==> config.mk <==
export PLATFORM = sky130hd
export DESIGN_NAME = mod_m_counter_prog_flat
export DESIGN_NICKNAME = d
export VERILOG_FILES = /design/src/rtl/counter_pkg.sv /design/src/rtl/mod_m_counter_prog_if.sv /design/src/rtl/mod_term_detect.sv /design/src/rtl/mod_m_counter_prog.sv /design/src/flat_wrapper.sv
export SDC_FILE = /design/constraint.sdc
export NUM_CORES = 1
export LEC_CHECK = 0
export ABC_AREA = 1
export ABC_CLOCK_PERIOD_IN_PS = 2100
export CORE_MARGIN = 3
export CORE_UTILIZATION = 61
export DETAILED_ROUTE_END_ITERATION = 10
export DONT_BUFFER_PORTS = 1
export PLACE_DENSITY = 0.77
export SYNTH_ARGS = -nofsm -noshare
export SYNTH_HDL_FRONTEND = slang
export SYNTH_SLANG_ARGS = --single-unit
==> constraint.sdc <==
create_clock -name clk -period 2.1 [get_ports clk]
set_clock_uncertainty 0.15 [all_clocks]
set_input_delay 0 -clock clk [delete_from_list [all_inputs] [get_ports clk]]
set_output_delay 0 -clock clk [all_outputs]
set_load 0.02 [all_outputs]
==> src/rtl/counter_pkg.sv <==
// Shared definitions for the programmable modulo counter family.
// Holds the direction and mode encodings and the load-clamp helper.
package counter_pkg;

  localparam logic CNT_UP       = 1'b1;
  localparam logic CNT_DOWN     = 1'b0;
  localparam logic MODE_FREE    = 1'b0;
  localparam logic MODE_ONESHOT = 1'b1;

  localparam int unsigned CntWMax = 32;

  // Operands are zero-extended to CntWMax so one helper serves every counter width.
  function automatic logic [CntWMax-1:0] clamp_load(input logic [CntWMax-1:0] val,
                                                     input logic [CntWMax-1:0] last);
    return (val > last) ? last : val;
  endfunction

endpackage

==> src/rtl/mod_m_counter_prog_if.sv <==
// Control and status bundle of the programmable modulo counter.
// The master drives the controls and the slave (the counter) returns its status.
interface mod_m_counter_prog_if #(
  parameter int unsigned N = 4
);
  logic         en;
  logic         up;
  logic         load;
  logic [N-1:0] load_val;
  logic         last_wr;
  logic [N-1:0] last_in;
  logic         oneshot;
  logic [N-1:0] q;
  logic [N-1:0] last_q;
  logic         max_tick;
  logic         min_tick;
  logic         carry;
  logic         done;

  modport master (
    output en, up, load, load_val, last_wr, last_in, oneshot,
    input  q, last_q, max_tick, min_tick, carry, done
  );

  modport slave (
    input  en, up, load, load_val, last_wr, last_in, oneshot,
    output q, last_q, max_tick, min_tick, carry, done
  );
endinterface

==> src/rtl/mod_term_detect.sv <==
// Terminal-condition compare for modulo counters. The inequalities let a counter
// recover when its terminal value is lowered below the current count.
module mod_term_detect
  import counter_pkg::*;
#(
  parameter int unsigned N = 4
) (
  input  logic [N-1:0] q_i,
  input  logic [N-1:0] last_q_i,
  input  logic         up_i,
  output logic         term_o
);

  always_comb begin
    term_o = 1'b0;
    if (up_i == CNT_UP) begin
      term_o = (q_i >= last_q_i);
    end else begin
      term_o = (q_i == '0) || (q_i > last_q_i);
    end
  end

endmodule

==> src/rtl/mod_m_counter_prog.sv <==
// Runtime-programmable modulo counter with load, direction, one-shot mode and a
// qualified carry that feeds the next stage's enable.
module mod_m_counter_prog
  import counter_pkg::*;
#(
  parameter int unsigned N = 4,
  parameter int unsigned M = 10
) (
  input  logic                clk,
  input  logic                reset,
  mod_m_counter_prog_if.slave bus
);

  localparam logic [N-1:0] LastRst = N'(M - 1);
  localparam logic [N-1:0] One     = N'(1);

  logic [N-1:0] q_q, q_d;
  logic [N-1:0] last_q_q, last_q_d;
  logic         halted_q, halted_d;
  logic         term;
  logic [N-1:0] load_clamped;

  mod_term_detect #(
    .N (N)
  ) u_term (
    .q_i      (q_q),
    .last_q_i (last_q_q),
    .up_i     (bus.up),
    .term_o   (term)
  );

  // Clamp and step both use the terminal value from before any same-cycle write.
  assign load_clamped = N'(clamp_load(CntWMax'(bus.load_val), CntWMax'(last_q_q)));

  always_comb begin
    q_d      = q_q;
    last_q_d = last_q_q;
    halted_d = halted_q;
    if (reset) begin
      q_d      = '0;
      last_q_d = LastRst;
      halted_d = 1'b0;
    end else begin
      if (bus.last_wr) begin
        last_q_d = bus.last_in;
      end
      if (bus.load) begin
        q_d      = load_clamped;
        halted_d = 1'b0;
      end else if (bus.en && !halted_q) begin
        if (term && bus.oneshot == MODE_ONESHOT) begin
          q_d      = (bus.up == CNT_UP) ? last_q_q : '0;
          halted_d = 1'b1;
        end else if (term) begin
          q_d = (bus.up == CNT_UP) ? '0 : last_q_q;
        end else begin
          q_d = (bus.up == CNT_UP) ? q_q + One : q_q - One;
        end
      end
      if (bus.oneshot == MODE_FREE) begin
        halted_d = 1'b0;
      end
    end
  end

  always_ff @(posedge clk) begin
    q_q      <= q_d;
    last_q_q <= last_q_d;
    halted_q <= halted_d;
  end

  assign bus.q        = q_q;
  assign bus.last_q   = last_q_q;
  assign bus.max_tick = (q_q == last_q_q);
  assign bus.min_tick = (q_q == '0);
  assign bus.carry    = bus.en & ~bus.load & ~reset & term & ~halted_q;
  assign bus.done     = halted_q;

endmodule

==> src/flat_wrapper.sv <==
// flat-port wrapper written by rule: the top's interface ports become plain ports
module mod_m_counter_prog_flat import counter_pkg::*;
#(
  parameter int unsigned N = 4,
  parameter int unsigned M = 10
)
  (clk, reset, bus_en, bus_up, bus_load, bus_load_val, bus_last_wr, bus_last_in, bus_oneshot, bus_q, bus_last_q, bus_max_tick, bus_min_tick, bus_carry, bus_done);
  mod_m_counter_prog_if #(.N(N)) bus_i ();
  input  logic clk;
  input  logic reset;
  input wire logic [$bits(bus_i.en)-1:0] bus_en;
  input wire logic [$bits(bus_i.up)-1:0] bus_up;
  input wire logic [$bits(bus_i.load)-1:0] bus_load;
  input wire logic [$bits(bus_i.load_val)-1:0] bus_load_val;
  input wire logic [$bits(bus_i.last_wr)-1:0] bus_last_wr;
  input wire logic [$bits(bus_i.last_in)-1:0] bus_last_in;
  input wire logic [$bits(bus_i.oneshot)-1:0] bus_oneshot;
  output wire logic [$bits(bus_i.q)-1:0] bus_q;
  output wire logic [$bits(bus_i.last_q)-1:0] bus_last_q;
  output wire logic [$bits(bus_i.max_tick)-1:0] bus_max_tick;
  output wire logic [$bits(bus_i.min_tick)-1:0] bus_min_tick;
  output wire logic [$bits(bus_i.carry)-1:0] bus_carry;
  output wire logic [$bits(bus_i.done)-1:0] bus_done;
  assign bus_i.en = bus_en;
  assign bus_i.up = bus_up;
  assign bus_i.load = bus_load;
  assign bus_i.load_val = bus_load_val;
  assign bus_i.last_wr = bus_last_wr;
  assign bus_i.last_in = bus_last_in;
  assign bus_i.oneshot = bus_oneshot;
  assign bus_q = bus_i.q;
  assign bus_last_q = bus_i.last_q;
  assign bus_max_tick = bus_i.max_tick;
  assign bus_min_tick = bus_i.min_tick;
  assign bus_carry = bus_i.carry;
  assign bus_done = bus_i.done;
  mod_m_counter_prog #(.N(N), .M(M)) u_core (.clk(clk), .reset(reset), .bus(bus_i));
endmodule
==> results of run 1 <==
## worst max-delay path by stage
stage	endpoint	slack [ns]	depth (start not counted)
4_1_cts	bus_carry	0.13	8
5_1_grt	u_core.bus.last_q[0]$_SDFFE_PP1P_	0.03	5
6_report	u_core.bus.last_q[0]$_SDFFE_PP1P_	0.11	5
2_1_floorplan	u_core.bus.q[0]$_SDFFE_PP0P_	0.18	13
3_5_place_dp	u_core.bus.q[2]$_SDFFE_PP0P_	0.24	11
3_3_place_gp	u_core.bus.q[0]$_SDFFE_PP0P_	0.27	12
## timing repair
action	4_1_cts	5_1_grt
hold buffers	16	0
setup endpoints to repair	0	5
endpoints found under the hold margin	9	0
gates resized for setup	0	3
## power groups by stage
stage               clock network [mW]  logic (mW)  registers [mW]
floorplan                            0       0.250           0.233
global placement                     0       0.352           0.208
detailed placement                   0       0.359           0.208
CTS                              0.145       0.390           0.204
global route                     0.155       0.449           0.207
finish                           0.152       0.406           0.205
## worst max-delay path, stage by stage
cell and delay (ns):
dlygate4sd3_1 0.59, a21oi_1 0.19, dlygate4sd3_1 0.57, o21ai_0 0.07, dlygate4sd3_1 0.57
## logic make-up (layout without fill, tap and decap cells)
logic type	after synthesis	in the layout	share of synthesized area (%)
AOI/OAI and AO/OA	27	27	16.3
xor gates and xnor gates	3	3	2.93
adders and majority gates	11	11	16.2
buffers and inverters	21	50	9.08
DFF	9	9	20.1
and+or+nand+nor	65	65	35.3
## through the flow
step                hold WS [ns]  instances  utilization [%]
floorplan                -0.0503        136                -
global placement         -0.0416        160             73.6
detailed placement       -0.0402        160             73.6
CTS                       0.0293        180             87.7
global route              0.0747        180             87.9
finish                    0.0381        180             87.9
## final cells by class
cell class / instances / area share [%]
clock buffer: 3 / 1.92
clock inverter: 1 / 0.427
tap: 15 / 1.60
inverter: 21 / 6.94
multi-input combinational: 106 / 54.3
timing repair buffer: 25 / 19.4
sequential: 9 / 15.4
## registers in the layout (all words and copies together), names as in the netlist
name / cells
u_core.bus.done: 1
u_core.bus.q: 4
u_core.bus.last_q: 4
## placed cells by master, fill, tap and decap left out, types with 2 or more instances in the layout
| master | n |
|---|---|
| nand3_1 | 14 |
| a21oi_2 | 3 |
| nand2_1 | 27 |
| inv_1 | 19 |
| nand2_2 | 3 |
| dfxtp_1 | 9 |
| o21ai_0 | 8 |
| clkbuf_4 | 3 |
| dlygate4sd3_1 | 16 |
| ha_1 | 10 |
| nor2_1 | 13 |
| buf_4 | 9 |
| a21oi_1 | 14 |
| o21ai_1 | 2 |
| xnor2_1 | 2 |
## metal layers
metal	up-vias	GRT usage, %
met5	-	0
met3	31	6.91
met2	87	54.4
li1	505	-
met4	0	21.7
met1	467	41.6
==> results.txt, run 1 <==
status: completed
number of buffers created by CTS: 3
crit path max fanout: 3
setup bufs post-CTS: 0
Tot Pwr: 0.763 mW
full die area: 1960 um^2
setup ws final: 0.113 ns
Synthesized Nets: 162
DRT Pass-1 Iters: 4
Flop pwr share: 26.9%
dominant cells by area after synthesis: dfxtp_1, ha_1, nand2_1, inv_1, a21oi_1
Avg WL per Cell: 16.1 um
row count: 13
initial antenna violation count: 0
largest net degree at the start of global routing: 11
Pwr per Cell Area: 651 nW/um^2
vias in the first global route: 1062
hpwl dp: 1720 um
DRC marker count from the first detailed-route iteration: 69
# IOs: 27
normalized max-slew margin: 74.9%
Hold EP: u_core.bus.done$_SDFFE_PP0P_
max-cap viol count: 0
Final GP Congestion: 0.838
via count: 1090
#FFs+latches synth: 9
Distinct cells, synth: 23
DRC viols: 0
count of input and output buffers: 0
CP Class: in -> reg
Clock Path Buffers: 2
Post-synth EDFFs: 0
Worst VDD drop: 0.000617 V
Post-DRT Antenna Nets: 0
post-synthesis sequential area ratio: 20.1%
setup total negative slack: 0 ns
Cell Int Power: 0.416 mW
Syn Area/Cell: 6.59 um^2
Final Hold Viols: 0
Ant. Diodes: 0
path category of the worst min-delay check: in -> reg
WP data arrival: 1.99 ns
most frequent cell after synthesis: nand2_1
Cell Area, Synth: 896 um^2
global-route wire length before repair: 4840 um
Synth Instances: 136
Tcrit/Tclk final: 94.6%
top layer reached by signal wires: met4
Overall Global Routing Usage: 34.1%
most frequent cells after synthesis: nand2_1, inv_1, a21oi_1, nand3_1, nor2_1
RSZ-0062 raised after global routing: no
# fillers: 72
area occupied by multi-input gates: 637 um^2
share of cells above drive strength 1: 16.4%
worst reg2reg path depth: 12
Die Ht: 44.3 um
Crit path required time: 2.11 ns
hold_sp: bus_up
Clk pwr share: 19.9%
clock sink total: 9
switching fraction of total power: 45.4%
Logic pwr share: 53.2%
Crit. End Element: register
core area: 1330 um^2
Placement Cell Area: 982 um^2
Synth async-reset ratio: 0%
Syn-to-layout area delta: 30.9%
clk slew on worst S/H paths: 0.08 ns
fmax: 503 MHz
total global routing overflow: 0
Worst-Margin Slew: 0.375 ns
post-synth top area cell: dfxtp_1
worst slack, placed: 0.239 ns
Startpoint Class: primary input
CTS tree: yes
reg2reg end: u_core.bus.q[0]$_SDFFE_PP0P_
FF+latch area: 180 um^2
Via density: 6.06
Starting Density: 67.2%
Hold Path Depth: 6
Top FF cell, synth: dfxtp_1
Yosys warnings: 0
die width: 44.3 um
Worst Setup SP: reset
Net Sw Power: 0.347 mW
Final Instance Area: 1170 um^2
CTS Root Cell: clkbuf_4
Final nets: 192
Yosys top cell area share: 20.1%
Finish-stage setup viols: 0
routed length on met2: 1340 um
Skew-Pair Late Insertion Delay: 0.27 ns
Slew Limit Fails: 0
met3 wire len: 248 um
Total Wirelength: 2890 um
met1 WL: 1070 um
Critical R2R Launch: u_core.bus.q[2]$_SDFFE_PP0P_
reg2reg setup slack: 0.20 ns
Final min period: 1.99 ns
leak pwr: 0.594 nW
CTS H-tree lvls: 1
Note: power is estimated with default switching activity, not from simulation.
==> run 2: changes to the inputs <==
- BUFFER_PORTS_ARGS: default -> -buffer_cell sky130_fd_sc_hd__buf_2
- CORE_UTILIZATION: 61 -> 50
- DONT_BUFFER_PORTS: 1 -> default
- PLACE_DENSITY: 0.77 -> 0.78
==> run 2 against run 1 <==
Effect of this change: combinational power fell by 1%; total power is 0.41% lower; wire length fell by 7.2%; utilization fell by 9.2 points; fmax is 1.6% lower; register-to-register slack improved by 0.02 ns; count of clock-buffer cells in the layout rose by 1; worst hold slack worse by 0.025 ns.
==> results.txt, run 2 (synthesis results as in run 1) <==
worst slack, placed: 0.236 ns
CTS tree: yes
Final nets: 208
clock sink total: 9
setup ws final: 0.0817 ns
Worst Setup SP: u_core.bus.last_q[3]$_SDFFE_PP1P_
Total Wirelength: 2680 um
share of cells above drive strength 1: 27.1%
Crit path required time: 1.95 ns
Logic pwr share: 52.6%
die width: 48.3 um
Final Instance Area: 1250 um^2
# IOs: 27
Final min period: 2.02 ns
Tot Pwr: 0.760 mW
Clock Path Buffers: 2
DRC marker count from the first detailed-route iteration: 17
vias in the first global route: 984
Pwr per Cell Area: 605 nW/um^2
# fillers: 105
leak pwr: 0.658 nW
Finish-stage setup viols: 0
routed length on met2: 1340 um
Critical R2R Launch: u_core.bus.last_q[3]$_SDFFE_PP1P_
status: completed
max-cap viol count: 0
Placement Cell Area: 1060 um^2
crit path max fanout: 10
most common cell after layout, fill and taps aside: nand2_1
Cell Int Power: 0.425 mW
Final GP Congestion: 0.913
Die Ht: 48.3 um
met1 WL: 1140 um
area occupied by multi-input gates: 653 um^2
DRC viols: 0
switching fraction of total power: 44.1%
Worst-Margin Slew: 0.305 ns
total global routing overflow: 0
row count: 14
Startpoint Class: register
Clk pwr share: 19.2%
normalized max-slew margin: 79.7%
CTS Root Cell: clkbuf_4
fmax: 495 MHz
Worst VDD drop: 0.000442 V
clk slew on worst S/H paths: 0.07 ns
top layer reached by signal wires: met4
path category of the worst min-delay check: in -> reg
WP data arrival: 1.87 ns
Via density: 5.08
Tcrit/Tclk final: 96.1%
global-route wire length before repair: 4400 um
Ant. Diodes: 0
setup bufs post-CTS: 0
Crit. End Element: primary output
DRT Pass-1 Iters: 4
largest net degree at the start of global routing: 11
Layout Cells excl Fill: 205
hold_sp: bus_load_val[1]
initial antenna violation count: 0
Post-DRT Antenna Nets: 0
most frequent cells in the layout: nand2_1, buf_2, inv_1, nand3_1, dlygate4sd3_1
CP Class: reg -> out
Syn-to-layout area delta: 40.1%
Cells after DPL: 187
hpwl dp: 1800 um
full die area: 2340 um^2
Skew-Pair Late Insertion Delay: 0.27 ns
Flop pwr share: 28.1%
Avg WL per Cell: 13.1 um
via count: 1041
Starting Density: 56.2%
count of input and output buffers: 26
Slew Limit Fails: 0
FF+latch area: 184 um^2
met3 wire len: 142 um
number of buffers created by CTS: 3
Overall Global Routing Usage: 23.5%
core area: 1590 um^2
CTS H-tree lvls: 1
Final Hold Viols: 0
Net Sw Power: 0.335 mW
[run 2: through the flow]
stage	TNS [ns]	util [%]	hold WS [ns]
finish	0	78.7	0.0130
global route	-0.00658	78.7	0.0679
global placement	0	66.7	0.0623
floorplan	0	-	-0.0503
detailed placement	0	66.7	0.0790
CTS	0	77.2	0.00771
[run 2: area by class of cell]
type | instances | share of cell area, %
repair buffers | 41 | 22.3
clock buffers | 4 | 2.09
inverters | 21 | 6.48
multi-input cells | 106 | 52.0
well taps | 24 | 2.39
flip-flops and latches | 9 | 14.7
[run 2: critical path, stage by stage (launching register included)]
cell and delay [ns]:
dfxtp_1 0.32, inv_1 0.22, ha_4 0.26, nand2_2 0.08, inv_1 0.05, nand2_1 0.06
nand2_1 0.08, nand2_4 0.11, nand2_8 0.07, and3_2 0.18, buf_4 0.15
[run 2: power groups by stage]
stage               Combinational, mW  Clock, mW  Sequential (mW)
floorplan                       0.250          0            0.233
global placement                0.355          0            0.213
CTS                             0.388      0.146            0.210
detailed placement              0.364          0            0.214
finish                          0.400      0.146            0.214
global route                    0.453      0.151            0.217
[run 2: path summary, 6_finish.rpt]
check                           depth (start not counted)  slack [ns]                      endpoint
worst max-delay path                                   10        0.08                     bus_carry
worst min-delay path                                    5        0.01  u_core.bus.q[1]$_SDFFE_PP0P_
worst max register to register                          9        0.22  u_core.bus.q[3]$_SDFFE_PP0P_
worst min register to register                          2        0.33  u_core.bus.done$_SDFFE_PP0P_
[run 2: timing repair]
| action | 4_1_cts | 5_1_grt |
|---|---|---|
| endpoints found under the hold margin | 9 | 0 |
| hold buffers | 14 | 0 |
| endpoints found under the setup margin | 0 | 6 |
| gates resized for setup | 0 | 8 |
[run 2: layer usage]
| layer | vias to the layer above | track usage (%) |
|---|---|---|
| met5 | - | 0 |
| met4 | 0 | 7.11 |
| met3 | 7 | 3.99 |
| met2 | 32 | 41.7 |
| met1 | 464 | 28.8 |
| li1 | 538 | - |
